$ cat config.mk
export PLATFORM = sky130hd
export DESIGN_NAME = vga_layer_arbiter
export DESIGN_NICKNAME = d
export VERILOG_FILES = /design/src/rtl/vga_layer_arbiter.sv
export SDC_FILE = /design/constraint.sdc
export NUM_CORES = 1
export LEC_CHECK = 0
export CORE_MARGIN = 4
export CORE_UTILIZATION = 40
export CTS_BUF_LIST = sky130_fd_sc_hd__clkbuf_2 sky130_fd_sc_hd__clkbuf_4 sky130_fd_sc_hd__clkbuf_8
export CTS_CLUSTER_DIAMETER = 60
export DETAILED_ROUTE_END_ITERATION = 8
export PLACE_DENSITY = 0.91
export SKIP_CTS_REPAIR_TIMING = 1
export SLEW_MARGIN = 30
export SYNTH_ARGS = -nofsm -noshare
export SYNTH_HDL_FRONTEND = slang
export SYNTH_SLANG_ARGS = --single-unit
$ cat constraint.sdc
create_clock -name clk -period 3.14 [get_ports clk]
set_input_delay 0.628 -clock clk [delete_from_list [all_inputs] [get_ports clk]]
set_output_delay 0.628 -clock clk [all_outputs]
set_load 0.01 [all_outputs]
$ cat src/rtl/vga_layer_arbiter.sv
// vga_layer_arbiter: frame-aligned round-robin owner selection for up to four
// VGA layers, with OR-blended overlays and a registered 4-bit RGB output.
`default_nettype none

module vga_layer_arbiter #(
  parameter int N_LAYERS    = 4,
  parameter int HOLD_FRAMES = 2
) (
  input  logic                  clk,
  input  logic                  rst_n,
  input  logic                  frame_start,
  input  logic                  video_on,
  input  logic [N_LAYERS-1:0]   req,
  input  logic [N_LAYERS-1:0]   overlay_en,
  input  logic [N_LAYERS-1:0]   pix_valid,
  input  logic [4*N_LAYERS-1:0] red_in,
  input  logic [4*N_LAYERS-1:0] green_in,
  input  logic [4*N_LAYERS-1:0] blue_in,
  output logic [N_LAYERS-1:0]   grant,
  output logic [1:0]            owner_id,
  output logic                  busy,
  output logic [3:0]            red_out,
  output logic [3:0]            green_out,
  output logic [3:0]            blue_out
);

  localparam int FW = $clog2(HOLD_FRAMES + 1);

  typedef enum logic [0:0] {
    S_IDLE = 1'b0,
    S_OWN  = 1'b1
  } state_t;

  state_t              state, state_n;
  logic [1:0]          rr, rr_n;
  logic [FW-1:0]       fcnt, fcnt_n;
  logic [N_LAYERS-1:0] grant_n;
  logic [1:0]          owner_n;
  logic                busy_n;

  logic [2:0]          pick_res;
  logic                cand_found;
  logic [1:0]          cand;
  logic                others_req;
  logic                do_grant;

  // First requester at or after 'start', wrapping at N_LAYERS-1 -> 0.
  function automatic logic [2:0] pick(input logic [N_LAYERS-1:0] r,
                                      input logic [1:0] start);
    logic [2:0] res;
    int idx;
    res = '0;
    for (int j = N_LAYERS - 1; j >= 0; j--) begin
      idx = int'(start) + j;
      if (idx >= N_LAYERS) idx = idx - N_LAYERS;
      if (r[idx]) res = {1'b1, 2'(idx)};
    end
    return res;
  endfunction

  // The owner is always drawn; other layers only when overlaid and valid.
  function automatic logic [3:0] compose(input logic [4*N_LAYERS-1:0] ch,
                                         input logic [N_LAYERS-1:0]   draw);
    logic [3:0] res;
    res = '0;
    for (int i = 0; i < N_LAYERS; i++) begin
      if (draw[i]) res = res | ch[4*i +: 4];
    end
    return res;
  endfunction

  assign pick_res   = pick(req, rr);
  assign cand_found = pick_res[2];
  assign cand       = pick_res[1:0];
  assign others_req = |(req & ~grant);

  always_comb begin
    state_n  = state;
    rr_n     = rr;
    fcnt_n   = fcnt;
    grant_n  = grant;
    owner_n  = owner_id;
    busy_n   = busy;
    do_grant = 1'b0;

    if (frame_start) begin
      case (state)
        S_IDLE: begin
          if (cand_found) do_grant = 1'b1;
        end
        S_OWN: begin
          if (!req[owner_id]) begin
            if (cand_found) begin
              do_grant = 1'b1;
            end else begin
              state_n = S_IDLE;
              grant_n = '0;
              owner_n = '0;
              busy_n  = 1'b0;
            end
          end else if (others_req && (int'(fcnt) + 1 >= HOLD_FRAMES)) begin
            do_grant = 1'b1;
          end else if (int'(fcnt) < HOLD_FRAMES) begin
            fcnt_n = fcnt + FW'(1);
          end
        end
        default: state_n = S_IDLE;
      endcase
    end

    if (do_grant) begin
      state_n       = S_OWN;
      grant_n       = '0;
      grant_n[cand] = 1'b1;
      owner_n       = cand;
      busy_n        = 1'b1;
      fcnt_n        = '0;
      rr_n          = (int'(cand) == N_LAYERS - 1) ? 2'd0 : cand + 2'd1;
    end
  end

  always_ff @(posedge clk) begin
    if (!rst_n) begin
      state    <= S_IDLE;
      rr       <= '0;
      fcnt     <= '0;
      grant    <= '0;
      owner_id <= '0;
      busy     <= 1'b0;
    end else begin
      state    <= state_n;
      rr       <= rr_n;
      fcnt     <= fcnt_n;
      grant    <= grant_n;
      owner_id <= owner_n;
      busy     <= busy_n;
    end
  end

  logic [N_LAYERS-1:0] draw;
  assign draw = grant | (overlay_en & pix_valid & ~grant);

  always_ff @(posedge clk) begin
    if (!rst_n || !video_on) begin
      red_out   <= '0;
      green_out <= '0;
      blue_out  <= '0;
    end else begin
      red_out   <= compose(red_in, draw);
      green_out <= compose(green_in, draw);
      blue_out  <= compose(blue_in, draw);
    end
  end

endmodule

`default_nettype wire

# After elaboration in Yosys (flattened, before gate mapping)
# Cells that the tools add are included.
totals:
  regBits: 24
  rom_bits: 0
  n_memories: 0
  latch_bits: 0
  ram_bits: 0
classes:
  mux: 70
  reduce_logical: 11
  eq_ne: 3
  n_bitwise: 17
  multipliers: 0
  magnitude_cmp: 13
  n_div: 0
  shifts: 0
  n_addsub: 10
ops:
  columns: ["cell", "n"]
  rows:
  - ["< comparator 32 x 4 -> 1 bit (second input constant)", 4]
  - ["2-to-1 mux 32 bit", 4]
  - ["2-to-1 mux 4 bit", 26]
  - ["OR 4 bit", 10]
  - ["2-to-1 mux 1 bit", 23]
  - ["bitwise AND 4 bit", 3]
  - ["2-to-1 mux 2 bit", 6]
  - ["2-to-1 mux 3 bit", 4]
  - ["subtractor 3 x 3 -> 4 bit (second input constant)", 3]
  - ["binary-select mux 1 bit (select 2 bit)", 5]
  - ["greater-or-equal comparator 3 bit (second input constant)", 3]
  - ["adder 2 x 1 -> 3 bit (second input constant)", 2]
  - ["adder 2 x 2 -> 3 bit (second input constant)", 2]
  - ["< comparator 2 x 3 -> 1 bit (second input constant)", 2]
  - ["AND reduction 5 bit", 1]
  - ["adder 2 x 1 -> 2 bit (second input constant)", 2]
  - ["NOT 4 bit", 1]
  - ["AND reduction 4 bit", 1]
  - ["nonzero test 2 bit", 2]
  - ["OR reduction 4 bit", 1]
  - ["subtractor 2 x 3 -> 4 bit (second input constant)", 1]
  - ["greater-or-equal comparator 2 x 3 -> 1 bit (second input constant)", 1]
  - ["greater-or-equal comparator 3 x 2 -> 1 bit (second input constant)", 1]
  - ["NOT 1 bit", 3]
  - ["11 further kinds", 13]

# Logic depth before layout (Yosys ltp)
depth:
  depth_word: 16
  mapped_depth: 8
  ltp_nobuf: 7

# Least setup slack after synthesis
# No wires, ideal clock.
synth_timing:
  path_type: "input port to flip-flop"
  startpoint: "input req[3]"
  endpoint: "register busy"
  t_arrival_ns: 1.686
  path_slack_ns: 1.340
  setup_ns: 0.115
  n_path_buf: 0
  required_ns: 3.025
  path_stages: 4
  cell_sequence: "mux4_2 nand4b_4 and2_0 o21a_1"
synth_between:
  elab_chain_cells: 13
  elab_cells_between_ends: 32
  classes_between: "2 x eq/ne; 24 x mux; 1 x bitwise; 5 x reduce/logical"
synth_lines:
  columns: ["item", "line_no", "rtl"]
  rows:
  - ["start: declaration", "13", "input logic [N_LAYERS-1:0] req,"]
  - ["binary-select mux 1 bit (select 2 bit)", "56", "if (r[idx]) res = {1'b1, 2'(idx)};"]
  - ["2-to-1 mux 1 bit (not written as such) (2 in series)", "56", null]
  - ["2-to-1 mux 3 bit (4 in series)", "56", null]
  - ["2-to-1 mux 1 bit", "89, 93", null]
  - ["2-to-1 mux 1 bit", "92", "if (!req[owner_id]) begin"]
  - ["one-hot mux 1 bit (2 select lines)", "87", "case (state)"]
  - ["2-to-1 mux 1 bit", "86", "if (frame_start) begin"]
  - ["inequality test 2 bit (no source line), or another cell as far along", null, null]
  - ["AND reduction 4 bit (no source line)", null, null]
  - ["end signal: assignment", "136", "busy <= busy_n;"]
  - ["end: declaration", "21", "output logic busy,"]
# Several ways; a longest one is shown, not always the timed one. The select of a mux whose other input is x is not followed.
# A chain may end at the register's enable or synchronous reset.

# Final worst setup path
layout_timing:
  startpoint: "input req[3]"
  endpoint: "register owner_id[0]"
layout_between:
  elab_chain_cells: 13
  elab_cells_between_ends: 32
  classes_between: "2 x eq/ne; 24 x mux; 1 x bitwise; 5 x reduce/logical"
layout_lines:
  columns: ["item", "line_no", "rtl"]
  rows:
  - ["binary-select mux 1 bit (select 2 bit)", "56", null]
  - ["2-to-1 mux 1 bit (not written as such) (2 in series)", "56", null]
  - ["2-to-1 mux 3 bit (4 in series)", "56", null]
  - ["2-to-1 mux 1 bit", "89, 93", null]
  - ["2-to-1 mux 1 bit", "92", null]
  - ["one-hot mux 1 bit (2 select lines)", "87", null]
  - ["2-to-1 mux 1 bit", "86", null]
  - ["inequality test 2 bit (no source line), or another cell as far along", null, null]
  - ["AND reduction 4 bit (no source line)", null, null]
  - ["end signal: assignment", "135", "owner_id <= owner_n;"]
  - ["end: declaration", "20", "output logic [1:0] owner_id,"]
# Several ways; a longest one is shown, not always the timed one. The select of a mux whose other input is x is not followed.

==> flow_summary_export.csv <==
group,metric,value,unit
setup_path,crit_path_end_kind,"flip-flop",
drt,drt_wl_total,4450,um
clock_tree,cts_tree,"yes",
grt,grtUsageMet1,24.7,%
placed_design,place_ws,0.606,ns
die,fp-row-count,20,
power,irDropWorstVdd,0.256,mV
sta,worstMarginPinSlew,0.447,ns
synthesis,ys_types,30,
grt,antenna_found_initial,0,
power,powerDensity,356,nW/um^2
die,initial_core_util,42.0,%
synthesis,synth_top_area_share,37.4,%
power,p_clk_share,21.7,%
synthesis,ys_seq_elements,24,
synthesis,synthSimpleGateAreaFrac,15.4,%
grt,grt_pass1_vias,1380,
grt,grt_pass1_wl,6620,um
grt,use_met3,4.51,%
die,core,3050,um^2
power,p_leak,0.842,nW
drt,vias,1486,
sta,final_hold_viol_count,0,
power,power_frac_seq,44.7,%
synthesis,netlist_top_cells_area,"dfxtp_1 (37%), a22oi_1 (14%), mux2i_1 (7.0%)",
clock_tree,clock-sinks,24,
synthesis,synth_warnings,0,
power,switching_share,28.9,%
grt,grt_max_degree,19,
setup_path,critPathMaxStageDelay,0.59,ns
synthesis,yosysSeqAreaShare,37.4,%
synthesis,synth_top_cell_by_area,"dfxtp_1",
synthesis,synthAdderAreaFrac,4.87,%
drt,via_per_inst,5.59,
clock_tree,cts_buffer_depth,2,
synthesis,syn_nets,212,
placed_design,gp_routability_congestion,0.832,
sta,fin_crit,2.21,ns
synthesis,synth_compound_area_share,28.6,%
setup_path,critical_path_class,"primary input to flip-flop",
drt,post-route-drc-count,0,
drt,wl_per_cell,16.7,um
min_path,hold_path.class,"flip-flop to flip-flop",
die,ioPinCount,83,
setup_path,cp_slowest_cell,"mux4_2",
final_layout,drive_above_1_share,4.05,%
sta,fin_skew,0.00168,ns
sta,relSlewSlack,70.1,%
final_layout,final_cell_mix,"clkdlybuf4s50_1 (82), a22oi_1 (24), dfxtp_1 (24), a21oi_1 (16), nand2_1 (10)",
clock_tree,clkTransAtPathRegs,0.14,ns
setup_path,path_cells,"clkdlybuf4s50_1 -> mux4_2 -> a31oi_1 -> buf_4 -> mux2i_1",
run_status,status,"complete, no violations",
synthesis,syn_inst,143,
die,dieArea,4180,um^2
setup_path,crit_required,3.39,ns
sta,final_max_slew_viol_count,0,
synthesis,synth_top_family_by_area,"compound AO/OA/AOI/OAI gates",
power,comb_power_share,33.6,%
drt,ant_nets,0,
grt,grt.met2_usage,35.6,%
sta,fin_ws,0.933,ns
final_layout,final_common_cell,"clkdlybuf4s50_1",
die,die_height,64.7,um
placed_design,place_hpwl,3530,um
synthesis,synth_area_per_cell,8.98,um^2
setup_path,crit_arrival,2.46,ns
sta,fin_crit_sh,70.3,%
clock_tree,clock_latency,0.32,ns
drt,dr.pass1.iters,4,
clock_tree,cts_root_buffer,"clkbuf_4",
sta,rsz0062_at_grt,"false",
sta,setup_viol,0,
power,p_int,0.000550,W
drt,drt_iter0_drc,160,
flow_run,drv_cap,0,
clock_tree,cts_made_buffers,3,
synthesis,synthMuxAreaShare,8.77,%
synthesis,synth_area,1280,um^2
placed_design,portBuffers,82,
sta,tns,0,ns
final_layout,fin_nets,292,
grt,top_usage_layer,"met2",
grt,grt-ovfl-total,0,
final_layout,areaGrowthSynthToFinish,69.3,%
synthesis,synth_xor_area_share,0,%
final_layout,diodes,0,
power,power.switching,0.000223,W
clock_tree,cts_max_level,1,
sta,clock.fmax,453,MHz
grt,grt_usage,20.4,%
die,dieWidth,64.7,um
setup_path,cp_max_fo,9,
setup_path,worstSetupStartpointType,"primary input",
metrics by stage:
step / hold WS [ns] / util [%] / total power, W / area, um^2 / instances
global placement: 0.467 / 70.0 / 0.000603 / 2140 / 262
finish: 0.503 / 71.2 / 0.000773 / 2170 / 266
global route: 0.530 / 71.2 / 0.000807 / 2170 / 266
floorplan: 0.448 / - / 0.000464 / 1280 / 143
detailed placement: 0.470 / 70.0 / 0.000610 / 2140 / 262
CTS: 0.492 / 71.2 / 0.000772 / 2170 / 266
path summary, 6_finish.rpt:
path / startpoint / endpoint / slack, ns / cells after the start
max: req[3] / owner_id[0]$_SDFFE_PN0P_ / 0.93 / 5
min: rr[0]$_SDFFE_PN0P_ / rr[0]$_SDFFE_PN0P_ / 0.50 / 2
max reg2reg: rr[1]$_SDFFE_PN0P_ / grant[0]$_SDFFE_PN0P_ / 1.34 / 7
min reg2reg: rr[0]$_SDFFE_PN0P_ / rr[0]$_SDFFE_PN0P_ / 0.50 / 2
critical path, delay by kind of cell:
family,cells,cell delay (ns)
AO/OA/AOI/OAI,1,0.25
buffers and inverters,2,0.76
multiplexers,2,0.81
routing by layer:
metal  up-vias  wire length (um)
met5         -                 0
met4         0                93
met3         8               257
met2        65              2320
met1       712              1780
li1        701                 -
area by class of cell:
cell class,count,area [um^2]
Clock buffer,4,36.3
Fill cell,244,880
Inverter,7,26.3
Multi-Input combinational cell,103,739
Sequential cell,24,480
Tap cell,44,55.1
Timing Repair Buffer,84,836
cell families after synthesis:
kind of cell | Yosys count
adders and majority gates | 5
buffers and inverters | 16
muxes | 10
and+or+nand+nor | 34
DFF | 24
AOI/OAI and AO/OA | 54
synthesized netlist by cell type:
cell type	number
inv_1	7
a21o_1	4
nand4b_4	1
a22oi_1	24
nor3_1	2
o221ai_1	1
mux4_2	1
dfxtp_1	24
buf_4	1
a31oi_1	2
nor3b_1	1
o21ai_1	1
nand3_1	9
o31ai_1	1
nand2_1	10
mux2i_1	9
or4_1	1
clkbuf_1	8
o32ai_1	1
and2_0	1
a41o_1	1
o22a_1	1
nand4_1	1
nor4_2	1
ha_1	5
nand2b_1	5
and3_1	1
o21a_1	2
a21oi_1	16
nor2_1	1
power by group through the flow:
stage / registers [W] / clock network [W] / logic [W]
3_3_place_gp: 0.000351 / 0 / 0.000252
3_5_place_dp: 0.000352 / 0 / 0.000258
6_report: 0.000345 / 0.000168 / 0.000260
5_1_grt: 0.000348 / 0.000179 / 0.000280
4_1_cts: 0.000345 / 0.000167 / 0.000260
2_1_floorplan: 0.000353 / 0 / 0.000110
sequential cells by signal, summed over array words and instances, names as in the netlist:
signal / cells
fcnt: 2
red_out: 4
busy: 1
owner_id: 2
blue_out: 4
rr: 2
grant: 4
green_out: 4
state: 1
Note: power is estimated with default switching activity, not from simulation.
